**config.mk**
```make
export PLATFORM = sky130hd
export DESIGN_NAME = flash_loader
export DESIGN_NICKNAME = d
export VERILOG_FILES = /design/src/rtl/flash_loader.sv
export SDC_FILE = /design/constraint.sdc
export NUM_CORES = 1
export LEC_CHECK = 0
export ABC_AREA = 1
export CAP_MARGIN = 30
export CORE_UTILIZATION = 45
export DETAILED_ROUTE_END_ITERATION = 8
export PLACE_DENSITY = 0.66
export SYNTH_ARGS = -nofsm -noshare
export SYNTH_HDL_FRONTEND = slang
export SYNTH_SLANG_ARGS = --single-unit
```
**constraint.sdc**
```tcl
create_clock -name clk -period 4.9 [get_ports clk]
set_input_delay 1.47 -clock clk [delete_from_list [all_inputs] [get_ports clk]]
set_output_delay 1.47 -clock clk [all_outputs]
set_load 0.01 [all_outputs]
```
**src/rtl/flash_loader.sv**
```systemverilog
// Boot-time instruction loader: parses a length/data/checksum byte stream into
// 16-bit flash writes and holds the CPU until the image is verified.
module flash_loader #(
  parameter int FLASH_DEPTH = 1024,
  parameter int ADDR_W      = 10
) (
  input  logic              clk,
  input  logic              reset,
  input  logic              start,
  input  logic [7:0]        in_data,
  input  logic              in_valid,
  output logic              in_ready,
  output logic              wr_en,
  output logic [ADDR_W-1:0] wr_addr,
  output logic [15:0]       wr_data,
  output logic              cpu_hold,
  output logic              done,
  output logic              error
);

  localparam int CNT_W = ADDR_W + 1;
  localparam logic [16:0] DEPTH_L = 17'(FLASH_DEPTH);

  typedef enum logic [3:0] {
    IDLE,
    LEN_LO,
    LEN_HI,
    DAT_LO,
    DAT_HI,
    CHK_LO,
    CHK_HI,
    DONE,
    ERROR
  } state_t;

  state_t             r_state;
  state_t             w_state_nxt;
  logic [CNT_W-1:0]   r_cnt;
  logic [15:0]        r_len;
  logic [7:0]         r_lo;
  logic [15:0]        r_sum;
  logic               r_wr_en;
  logic [ADDR_W-1:0]  r_wr_addr;
  logic [15:0]        r_wr_data;

  logic               w_xfer;
  logic [15:0]        w_word;
  logic               w_len_bad;
  logic               w_last_word;

  // Checksum accumulation wraps at 16 bits; the carry out is deliberately lost.
  function automatic logic [15:0] sum16(input logic [15:0] a, input logic [15:0] b);
    return a + b;
  endfunction

  assign w_xfer      = in_valid && in_ready;
  assign w_word      = {in_data, r_lo};
  assign w_len_bad   = (w_word == 16'd0) || ({1'b0, w_word} > DEPTH_L);
  assign w_last_word = ((32'(r_cnt) + 32'd1) == 32'(r_len));

  // State register
  always_ff @(posedge clk) begin
    if (reset) begin
      r_state <= IDLE;
    end else begin
      r_state <= w_state_nxt;
    end
  end

  // Next state and state-decoded outputs
  always_comb begin
    w_state_nxt = r_state;
    in_ready    = 1'b0;
    cpu_hold    = 1'b0;
    done        = 1'b0;
    error       = 1'b0;
    case (r_state)
      IDLE: begin
        if (start) w_state_nxt = LEN_LO;
      end
      LEN_LO: begin
        in_ready = 1'b1;
        cpu_hold = 1'b1;
        if (in_valid) w_state_nxt = LEN_HI;
      end
      LEN_HI: begin
        in_ready = 1'b1;
        cpu_hold = 1'b1;
        if (in_valid) w_state_nxt = w_len_bad ? ERROR : DAT_LO;
      end
      DAT_LO: begin
        in_ready = 1'b1;
        cpu_hold = 1'b1;
        if (in_valid) w_state_nxt = DAT_HI;
      end
      DAT_HI: begin
        in_ready = 1'b1;
        cpu_hold = 1'b1;
        if (in_valid) w_state_nxt = w_last_word ? CHK_LO : DAT_LO;
      end
      CHK_LO: begin
        in_ready = 1'b1;
        cpu_hold = 1'b1;
        if (in_valid) w_state_nxt = CHK_HI;
      end
      CHK_HI: begin
        in_ready = 1'b1;
        cpu_hold = 1'b1;
        if (in_valid) w_state_nxt = (w_word == r_sum) ? DONE : ERROR;
      end
      DONE: begin
        done = 1'b1;
        if (start) w_state_nxt = LEN_LO;
      end
      ERROR: begin
        error    = 1'b1;
        cpu_hold = 1'b1;
        if (start) w_state_nxt = LEN_LO;
      end
      default: w_state_nxt = IDLE;
    endcase
  end

  // Byte capture, word counter, checksum and the registered write port
  always_ff @(posedge clk) begin
    if (reset) begin
      r_cnt     <= '0;
      r_sum     <= '0;
      r_wr_en   <= 1'b0;
      r_wr_addr <= '0;
      r_wr_data <= '0;
    end else begin
      r_wr_en <= 1'b0;
      if (w_xfer) begin
        case (r_state)
          LEN_LO, DAT_LO, CHK_LO: r_lo <= in_data;
          LEN_HI: begin
            r_len <= w_word;
            r_cnt <= '0;
            r_sum <= '0;
          end
          DAT_HI: begin
            r_wr_en   <= 1'b1;
            r_wr_addr <= r_cnt[ADDR_W-1:0];
            r_wr_data <= w_word;
            r_sum     <= sum16(r_sum, w_word);
            r_cnt     <= r_cnt + 1'b1;
          end
          default: ;
        endcase
      end
    end
  end

  assign wr_en   = r_wr_en;
  assign wr_addr = r_wr_addr;
  assign wr_data = r_wr_data;

endmodule

```
After elaboration in Yosys (flattened, before gate mapping)
Cells that the tools add are included.
W data, S select, Z words.

storage, ports and cells
  input bits = 12
  bits in registers = 82
  output and inout bits = 31
  logic and storage cells = 64

operators by class
  bitwise operators = 2
  magnitude comparators = 1
  reduce and logical (&&, ||, !) cells = 15
  multiplexer cells = 18
  $add $sub $neg = 3
  equality and inequality tests = 17

operator list
  cell                     count
  $mux W4                  9
  $pmux W16 S2             1
  $pmux W4 S7              1
  $pmux W11 S2             1
  $add A16 B16 Y16         1
  $eq A12 B16 Y1           1
  $eq A16 B16 Y1           1
  $eq A4 B3 Y1 const B     4
  $gt A16 B11 Y1 const B   1
  $logic_not A16 Y1        1
  $add A11 B1 Y12 const B  1
  $ne A2 B2 Y1 const B     6
  $add A11 B1 Y11 const B  1
  $eq A4 B2 Y1 const B     2
  $reduce_and A7 Y1        1
  $reduce_or A7 Y1         1
  $reduce_and A3 Y1        2
  $reduce_or A3 Y1         2
  $reduce_or A6 Y1         1
  $mux W1                  5
  $eq A4 B1 Y1 const B     1
  $eq A4 B4 Y1 const B     1
  $logic_not A4 Y1         1
  $reduce_and A2 Y1        2
  7 further kinds          8

Depth between registers and ports, before layout
Gate-level depths: netlist of the first run.

  depth in word-level cells = 6
  gate-level depth with buffers = 16
  gate-level depth less buffers = 15

Worst setup path before layout of the first run
Ideal clock, no wire load.

  kind = input to register
  from = input in_valid
  to = register r_len[0], enable pin
  arrival = 2.389 ns
  path slack = 2.123 ns
  buffers on the path = 0
  required time = 4.512 ns
  library setup time = 0.388 ns
  cell stages on the path = 4
  cells stage by stage = inv_1 nor2_1 nand2_1 nor2_1

between the ends
  cells in the longest elaborated chain, start to end = 2

RTL lines
  element                             line  RTL
  start, declared                     11    input logic in_valid,
  $logic_and A1 B1 Y1                 56    assign w_xfer = in_valid && in_ready;
  $reduce_and A3 Y1 (no source line)  -
  end signal, assigned                138   r_len <= w_word;
  end, declared                       39    logic [15:0] r_len;

Every way passes these cells.
A chain may end at the register's enable or synchronous reset.

Worst setup path in the final report of the first run
  from = register r_state[3]
  to = output cpu_hold

between the ends
  cells in the longest elaborated chain, start to end = 3
  elaborated cells on any way between the ends = 9
  classes of those cells = eq/ne: 7; mux: 1; reduce/logical: 1

RTL lines
  element                               line  RTL
  start, declared                       36    state_t r_state;
  start signal, assigned                66    r_state <= w_state_nxt;
  $eq A4 B3 Y1 (tied with other cells)  77    case (r_state)
  $reduce_or A7 Y1 (no source line) *   -
  $mux W1 *                             77
  end, declared                         16    output logic cpu_hold,

Mark *: on every way between the ends. The rest lies on a longest branch, timed or not.

==> flow_summary.yaml, run 1 <==
finish:
  finish.instance_area_um2: 4936
  area_delta_synth_final_pct: 17.62
  nets: 632
  drive_gt1_frac: 0.05921
  nFillCells: 860
  antenna_cells: 0
timing:
  fin_crit_sh: 0.7160
  clock-skew-final_ps: 11.16
  relSlewSlack: 0.4355
  worstMarginPinSlew_ps: 846.8
  rsz0062_at_grt: "no"
  hold_ws_ps: 462.6
  fin_crit_ps: 3508
  setup_tns_ps: 0
  hold_viol: 0
  slew_viol_final: 0
  finalSetupViolCount: 0
  fmax_ghz: 0.2850
global_routing:
  grt_pass1_wl_um: 17170
  grt_max_degree: 58
  antenna_found_initial: 0
  grt.total_usage: 0.2249
  grt_pass1_vias: 3610
  grt-ovfl-total: 0
drt:
  wl_per_cell_um: 14.21
  route.detailed.drc: 0
  ant_nets: 0
  drt-met1-wl_um: 4623
  dr.first_iter.drc_count: 170
  wl_met3_um: 450
  top_layer_used: "met4"
  vias: 3773
  viasPerCell: 5.270
  dr.pass1.iters: 5
  drt-total-wl_um: 10180
  met2_length_um: 4981
placed_design:
  dp_hpwl_um: 7166
  gp_congestion: 0.9306
  dpl_cell_area_um2: 4717
  place.port_buffers: 42
power:
  p_per_area_nw_per_um2: 299.8
  vdd_drop_max_mv: 0.1553
  leakage_nw: 1.876
clock_tree:
  numCtsBuffers: 9
  path_clk_slew_ps: 90
  clk_path_buf_depth: 2
  cts_root_buffer: "clkbuf_8"
  cts_resized: 0
  cts_tree: "built"
  post_cts_buffers: 0
  cts_hold_buf: 0
  clock_sinks: 82
  htree_levels: 3
  clock_latency_ps: 360
logic_synthesis:
  synth_commonest_cells: "187 x nand2_1, 77 x a21oi_1, 58 x dfxtp_1"
  avgSynthCellArea_um2: 7.454
  synthTopCellsByArea: "dfxtp_1 28%, edfxtp_1 17%, nand2_1 17%"
  synthDistinctLibCells: 34
  yosys_register_bits: 82
  yosysWarnings: 0
  synth_nets: 592
  ys.flop_type: "dfxtp_1"
  synth_cells: 563
  synth_edf_count: 24
  ys_seq_area_frac: 0.4484
  synth_top_area_frac: 0.2767
  synth.most_common_cell: "nand2_1"
  syn_area_um2: 4197
  ys_async_sr_fraction: 0
  synth_largest_area_cell: "dfxtp_1"
floorplanning:
  die-area_um2: 9716
  initial_core_util: 0.4720
  core_area_um2: 8891
  num_rows: 34
  die-width_um: 98.57
  fp.dieH_um: 98.57
  io_pins: 43
job:
  drv_cap: 0
critical_path:
  worst-setup-path-type: "flip-flop to output port"
  cp.depth: 6
  crit_arrival_ps: 2040
  crit_path_start_kind: "flip-flop"
  r2r_cells: 13
  path_max_fanout: 5
  max_stage_delay_ps: 550
  crit_chain: "inv_1, nand2_1, nor3_1, nor3_2, o21ai_0, clkdlybuf4s50_1"
  slowest_stage: "clkdlybuf4s50_1"
  worstSetupEndpointType: "output port"
  path_delay_family: "buffers and inverters"
  crit_buf_inv: 2
  worstPathRequired_ps: 3430
status:
  outcome: "completed"
min_path:
  hp-class: "flip-flop to flip-flop"
  hold_depth: 2
==> sequential cells by signal, summed over array words and instances, names as in the netlist <==
name and cells:
r_cnt 11, r_sum 16, wr_addr 10, r_len 16, r_state 4, wr_en 1
wr_data 16, r_lo 8
==> area by class of cell <==
cell class / count / area (um^2) / area share
Multi-Input combinational cell: 426 / 2105 / 0.4264
Sequential cell: 82 / 1882 / 0.3812
Timing Repair Buffer: 46 / 452.9 / 0.09176
Clock buffer: 14 / 206.4 / 0.04183
Inverter: 38 / 142.6 / 0.02890
Tap cell: 108 / 135.1 / 0.02738
Clock inverter: 2 / 12.51 / 0.002535
==> per-stage QoR <==
step,std cells,worst slack [ps],util,power (mW)
after floorplan,563,2123,-,0.8888
after global placement,699,1253,0.5288,0.9691
after detailed placement,700,1221,0.5305,0.9751
after CTS,716,1360,0.5552,1.492
after global routing,716,1266,0.5552,1.551
final,716,1392,0.5552,1.480
==> worst paths after layout <==
kind	to	slack, ps	from
hold reg to reg	wr_addr[5]	460	wr_addr[5]
setup / recovery	cpu_hold	1390	r_state[3]
setup reg to reg	r_sum[12]	2510	r_lo[0]
hold / removal	wr_addr[5]	460	wr_addr[5]
==> layout by cell type (no fill, tap or decap), types with 4 or more instances in the layout <==
cell | netlist | routed
a21oi_1 | 77 | 77
clkbuf_8 | 0 | 9
clkdlybuf4s50_1 | 0 | 41
dfxtp_1 | 58 | 58
edfxtp_1 | 24 | 24
ha_1 | 16 | 16
inv_1 | 37 | 37
nand2_1 | 187 | 187
nand3_1 | 33 | 33
nand3b_1 | 8 | 8
nand4_1 | 4 | 4
nor2_1 | 40 | 40
nor2_4 | 4 | 4
nor3_1 | 4 | 4
o21ai_0 | 20 | 20
or2_2 | 5 | 5
==> routing by layer <==
layer | vias up | global-route usage
li1 | 1949 | -
met2 | 102 | 0.3938
met5 | - | 0
met4 | 0 | 0.07348
met1 | 1710 | 0.2814
met3 | 12 | 0.03901
==> cell families (layout without fill, tap and decap cells) <==
family | after synthesis | in the layout | synth area share
compound gates | 109 | 109 | 0.1363
xor+xnor | 3 | 3 | 0.006262
fa+ha+maj | 17 | 17 | 0.05247
buf+inv | 55 | 100 | 0.05009
flops | 82 | 82 | 0.4484
simple gates | 297 | 297 | 0.3065
==> worst register-to-register path, cell delays in order, from the launching register on <==
cell and delay [ps]:
edfxtp_1 470, ha_1 270, fa_1 410, nand3_1 120, a31oi_1 90, nor2_1 230, inv_1 130, nand2_1 70
nand2_1 80, nand3_1 100, nand2_1 70, nand2_1 60, nand3_1 60, a21oi_1 160
==> where the power goes <==
group	total (mW)	switching (mW)	internal (mW)
clock network	0.519	0.242	0.277
registers	0.735	0.0197	0.715
logic	0.226	0.140	0.0856
(Power assumes the default switching activity.)
==> run 2: changes to the inputs <==
--- a/config.mk
+++ b/config.mk
@@ -9,7 +9,7 @@
 export CAP_MARGIN = 30
 export CORE_UTILIZATION = 45
 export DETAILED_ROUTE_END_ITERATION = 8
-export PLACE_DENSITY = 0.66
+export PLACE_DENSITY = 0.68
 export SYNTH_ARGS = -nofsm -noshare
 export SYNTH_HDL_FRONTEND = slang
 export SYNTH_SLANG_ARGS = --single-unit
==> constraint.sdc (replaced) <==
create_clock -name clk -period 3.2 [get_ports clk]
set_input_delay 0.96 -clock clk [delete_from_list [all_inputs] [get_ports clk]]
set_output_delay 0.96 -clock clk [all_outputs]
set_load 0.01 [all_outputs]
==> run 2 against run 1 <==
Net effect: cell area is 0.56% higher; core utilization is 0.31 points higher; critical path depth is 1 higher; worst hold slack worse by 2.8 ps; register-to-register slack worse by 1700 ps; routed wire length is 2.3% higher; count of clock-buffer cells in the layout is 2 lower; combinational power is 56% higher.
==> flow_summary.yaml, run 2 (synthesized netlist as in run 1, its figures left out) <==
clock_tree:
  clock_sinks: 82
  cts_tree: "built"
  post_cts_buffers: 0
  clock_latency_ps: 360
  htree_levels: 3
  cts_root_buffer: "clkbuf_8"
  clk_path_buf_depth: 2
  cts_hold_buf: 0
  numCtsBuffers: 9
  path_clk_slew_ps: 90
finish:
  area_delta_synth_final_pct: 18.28
  antenna_cells: 0
  finish.instance_area_um2: 4964
  nets: 641
  mostFrequentLayoutCell: "nand2_1"
  finalNonFillerCells: 725
  final_util: 0.5583
  mostFrequentLayoutCells: "187 x nand2_1, 77 x a21oi_1, 58 x dfxtp_1"
  drive_gt1_frac: 0.07455
drt:
  drt-total-wl_um: 10410
  viasPerCell: 5.343
  dr.first_iter.drc_count: 170
  ant_nets: 0
  wl_per_cell_um: 14.36
  dr.pass1.iters: 4
  route.detailed.drc: 0
  vias: 3874
timing:
  relSlewSlack: 0.5768
  finalSetupViolCount: 0
  setup_tns_ps: 0
  clock-skew-final_ps: 9.167
  fin_crit_ps: 3016
  slew_viol_final: 0
  fin_crit_sh: 0.9425
  rsz0062_at_grt: "no"
  fmax_ghz: 0.3316
  worstMarginPinSlew_ps: 634.8
  hold_viol: 0
job:
  drv_cap: 0
global_routing:
  grt-ovfl-total: 0
  antenna_found_initial: 0
  grt.total_usage: 0.2280
  grtUsageMet3: 0.03972
  grt_util_met1: 0.2787
  grt_pass1_wl_um: 17480
  grt-busiest-layer: "met2"
  grt_max_degree: 58
  use_met2: 0.3992
  grt_pass1_vias: 3729
critical_path:
  crit_arrival_ps: 2060
  r2r_cells: 13
  r2r_end: "r_sum[12]"
  path_max_fanout: 6
  startpoint: "r_state[0]"
  worst-setup-path-type: "flip-flop to output port"
  worstSetupEndpointType: "output port"
  timing.rr.start: "r_lo[0]"
  r2r_setup_slack_ps: 850
  crit_path_start_kind: "flip-flop"
  worstPathRequired_ps: 2240
status:
  outcome: "completed"
placed_design:
  dpl_cell_area_um2: 4777
  placed_cells: 709
  dp_hpwl_um: 7379
  gp_congestion: 0.9413
  place.port_buffers: 42
floorplanning:
  die-width_um: 98.57
  die-area_um2: 9716
  core_area_um2: 8891
  num_rows: 34
  fp.dieH_um: 98.57
  io_pins: 43
  initial_core_util: 0.4720
power:
  p_int_mw: 1.556
  seqPwrFrac: 0.519
  p_comb_frac: 0.162
  p_sw_mw: 0.6166
  leakage_nw: 1.897
  p_sw_frac: 0.2838
  p_per_area_nw_per_um2: 437.7
  clkPwrFrac: 0.319
  p_total_mw: 2.172
  vdd_drop_max_mv: 0.1964
min_path:
  hp-start: "wr_addr[4]"
  hold_depth: 2
  whs_endpoint: "wr_addr[4]"
  hp-class: "flip-flop to flip-flop"
[run 2: worst max-delay path by stage]
stage                             to  slack [ps]  cells after the start
after floorplan             r_len[0]         930                      4
final                       cpu_hold         180                      7
after global placement    r_state[1]         230                     12
after global routing        cpu_hold          60                      7
after CTS                   cpu_hold          80                      6
after detailed placement  r_state[1]         190                     12
[run 2: per-stage QoR]
| stage | setup slack [ps] | hold WS (ps) |
|---|---|---|
| after detailed placement | 194.5 | 452.3 |
| final | 184.1 | 459.8 |
| after CTS | 76.81 | 464.7 |
| after global placement | 228.1 | 446.8 |
| after global routing | 55.21 | 480.9 |
| after floorplan | 932.6 | 443.8 |
[run 2: routing by layer]
metal	wire, um	vias to the layer above
li1	-	1965
met1	4540	1790
met2	5112	96
met3	511	23
met4	248	0
met5	0	-
[run 2: worst max-delay path, cell delays in order, from the launching register on]
cell and delay, ps:
dfxtp_1 450, inv_1 120, nor3_1 220, nand2_1 140
nand2_1 100, nor3_2 50, o21ai_0 80, clkdlybuf4s50_1 550
[run 2: area by class of cell]
| type | instances | area (um^2) |
|---|---|---|
| Tap cell | 108 | 135.1 |
| Clock buffer | 12 | 156.4 |
| Multi-Input combinational cell | 426 | 2110 |
| Inverter | 38 | 142.6 |
| Sequential cell | 82 | 1882 |
| Timing Repair Buffer | 55 | 513.0 |
| Clock inverter | 4 | 25.02 |
| Fill cell | 842 | 3928 |
[run 2: repair_timing]
| action | 4_1_cts | 5_1_grt |
|---|---|---|
| gates resized for setup | 0 | 1 |
| endpoints found under the setup margin | 0 | 2 |
| hold endpoints to repair | 0 | 0 |
[run 2: power groups by stage]
stage	clock network, mW	logic, mW	registers [mW]
global placement	0	0.346	1.15
CTS	0.719	0.351	1.12
detailed placement	0	0.350	1.15
global route	0.752	0.399	1.13
finish	0.693	0.352	1.13
floorplan	0	0.221	1.14
==> run 3: changes to the inputs <==
--- a/config.mk
+++ b/config.mk
@@ -10,6 +10,7 @@
 export CORE_UTILIZATION = 45
 export DETAILED_ROUTE_END_ITERATION = 8
 export PLACE_DENSITY = 0.68
+export REMOVE_ABC_BUFFERS = 1
 export SYNTH_ARGS = -nofsm -noshare
 export SYNTH_HDL_FRONTEND = slang
 export SYNTH_SLANG_ARGS = --single-unit
==> run 3 against run 2 <==
Net effect: via count decreased by 2.8%; global-route usage decreased by 1.3 points; register-to-register slack improved by 50 ps; sequential cell count unchanged; critical path depth decreased by 1; worst hold slack improved by 0.64 ps; clock skew increased by 5.6 ps; largest power group unchanged; highest routed layer unchanged.
==> flow_summary.yaml, run 3 (synthesized netlist as in run 1, its figures left out) <==
floorplanning:
  io_pins: 43
  fp.dieH_um: 98.57
  initial_core_util: 0.4720
  die-width_um: 98.57
  core_area_um2: 8891
  die-area_um2: 9716
  num_rows: 34
critical_path:
  worst-setup-path-type: "flip-flop to output port"
  r2r_setup_slack_ps: 900
  timing.rr.start: "r_lo[0]"
  path_max_fanout: 5
  startpoint: "r_state[3]"
  crit_path_start_kind: "flip-flop"
  worstPathRequired_ps: 2240
  endpoint: "cpu_hold"
  crit_arrival_ps: 2030
  r2r_cells: 12
  worstSetupEndpointType: "output port"
  r2r_end: "r_sum[12]"
min_path:
  hp-class: "flip-flop to flip-flop"
finish:
  mostFrequentLayoutCells: "187 x nand2_1, 77 x a21oi_1, 58 x dfxtp_1"
  regArea_um2: 1882
  multi_input_area_um2: 2105
  drive_gt1_frac: 0.06667
  nets: 639
  nFillCells: 825
  antenna_cells: 0
  mostFrequentLayoutCell: "nand2_1"
  area_delta_synth_final_pct: 17.32
timing:
  slew_viol_final: 0
  fmax_ghz: 0.3343
  rsz0062_at_grt: "no"
  clock-skew-final_ps: 14.80
  relSlewSlack: 0.5605
  finalSetupViolCount: 0
  fin_crit_ps: 2992
  hold_viol: 0
  setup_tns_ps: 0
  worstMarginPinSlew_ps: 658.3
  fin_crit_sh: 0.9349
clock_tree:
  clock_latency_ps: 350
  clock_sinks: 82
  cts_root_buffer: "clkbuf_8"
  path_clk_slew_ps: 80
  post_cts_buffers: 0
  clk_path_buf_depth: 2
  cts_tree: "built"
  htree_levels: 3
  cts_resized: 0
  cts_hold_buf: 0
  numCtsBuffers: 9
global_routing:
  grt.total_usage: 0.2149
  grt_pass1_vias: 3576
  antenna_found_initial: 0
  grt_pass1_wl_um: 16500
  grt_max_degree: 58
  grt-ovfl-total: 0
placed_design:
  place.port_buffers: 42
  dp_hpwl_um: 6873
  gp_congestion: 0.9208
drt:
  dr.pass1.iters: 4
  wl_per_cell_um: 13.56
  ant_nets: 0
  drt-total-wl_um: 9802
  viasPerCell: 5.209
  route.detailed.drc: 0
  vias: 3766
  dr.first_iter.drc_count: 233
job:
  drv_cap: 0
status:
  outcome: "completed"
power:
  p_comb_frac: 0.165
  p_total_mw: 2.113
  seqPwrFrac: 0.533
  clkPwrFrac: 0.303
  p_sw_mw: 0.6088
  p_int_mw: 1.504
  vdd_drop_max_mv: 0.2396
  leakage_nw: 1.883
  p_per_area_nw_per_um2: 429.1
  p_sw_frac: 0.2882
[run 3: cell types whose count changed in the layout (fill, tap and decap cells not counted), sizes merged]
cell      before  now
clkinv         2    6
buf           14   12
clkbuf        12   10
clkinvlp       2    0
[run 3: cell type report]
type                    count  share of cell area
clock buffers              10             0.02592
clock inverters             6            0.006862
inverters                  38             0.02897
multi-input cells         426              0.4274
flip-flops and latches     82              0.3822
well taps                 108             0.02745
repair buffers             53              0.1011
[run 3: power groups by stage]
stage	combinational, mW	clock [mW]	sequential [mW]
after floorplan	0.207	0	1.14
after global placement	0.345	0	1.15
after detailed placement	0.347	0	1.15
after CTS	0.348	0.663	1.12
after global routing	0.390	0.705	1.13
final	0.348	0.640	1.13
[run 3: worst max-delay path: stages, from the launching register on]
cell and delay, ps:
dfxtp_1 350, inv_1 140, nand2_1 80, nor3_1 350
nor3_2 120, o21ai_0 100, clkdlybuf4s50_1 560
[run 3: worst min path at each step]
| stage | startpoint | endpoint | slack, ps | cells after the start |
|---|---|---|---|---|
| floorplan | r_sum[0] | r_sum[0] | 440 | 2 |
| global placement | wr_addr[6] | wr_addr[6] | 450 | 2 |
| detailed placement | wr_data[11] | wr_data[11] | 450 | 2 |
| CTS | wr_addr[4] | wr_addr[4] | 460 | 2 |
| global route | wr_data[14] | wr_data[14] | 480 | 2 |
| finish | wr_addr[2] | wr_addr[2] | 460 | 2 |
[run 3: through the flow]
step,hold WS (ps),cell area (um^2),std cells,setup WS (ps),utilization
floorplan,438.6,4129,546,886.6,-
global placement,446.3,4762,707,265.2,0.5356
detailed placement,452.0,4762,707,187.2,0.5356
CTS,463.5,4923,723,193.2,0.5538
global route,482.6,4923,723,26.32,0.5538
finish,460.4,4923,723,208.3,0.5538
[run 3: per-layer routing]
layer  wire, um  vias to the layer above  global-route usage
met5          0                        -                   0
met4        152                        0             0.06774
met3        408                       13             0.04823
met2       4887                       88              0.3873
met1       4354                     1702              0.2539
li1           -                     1963                   -
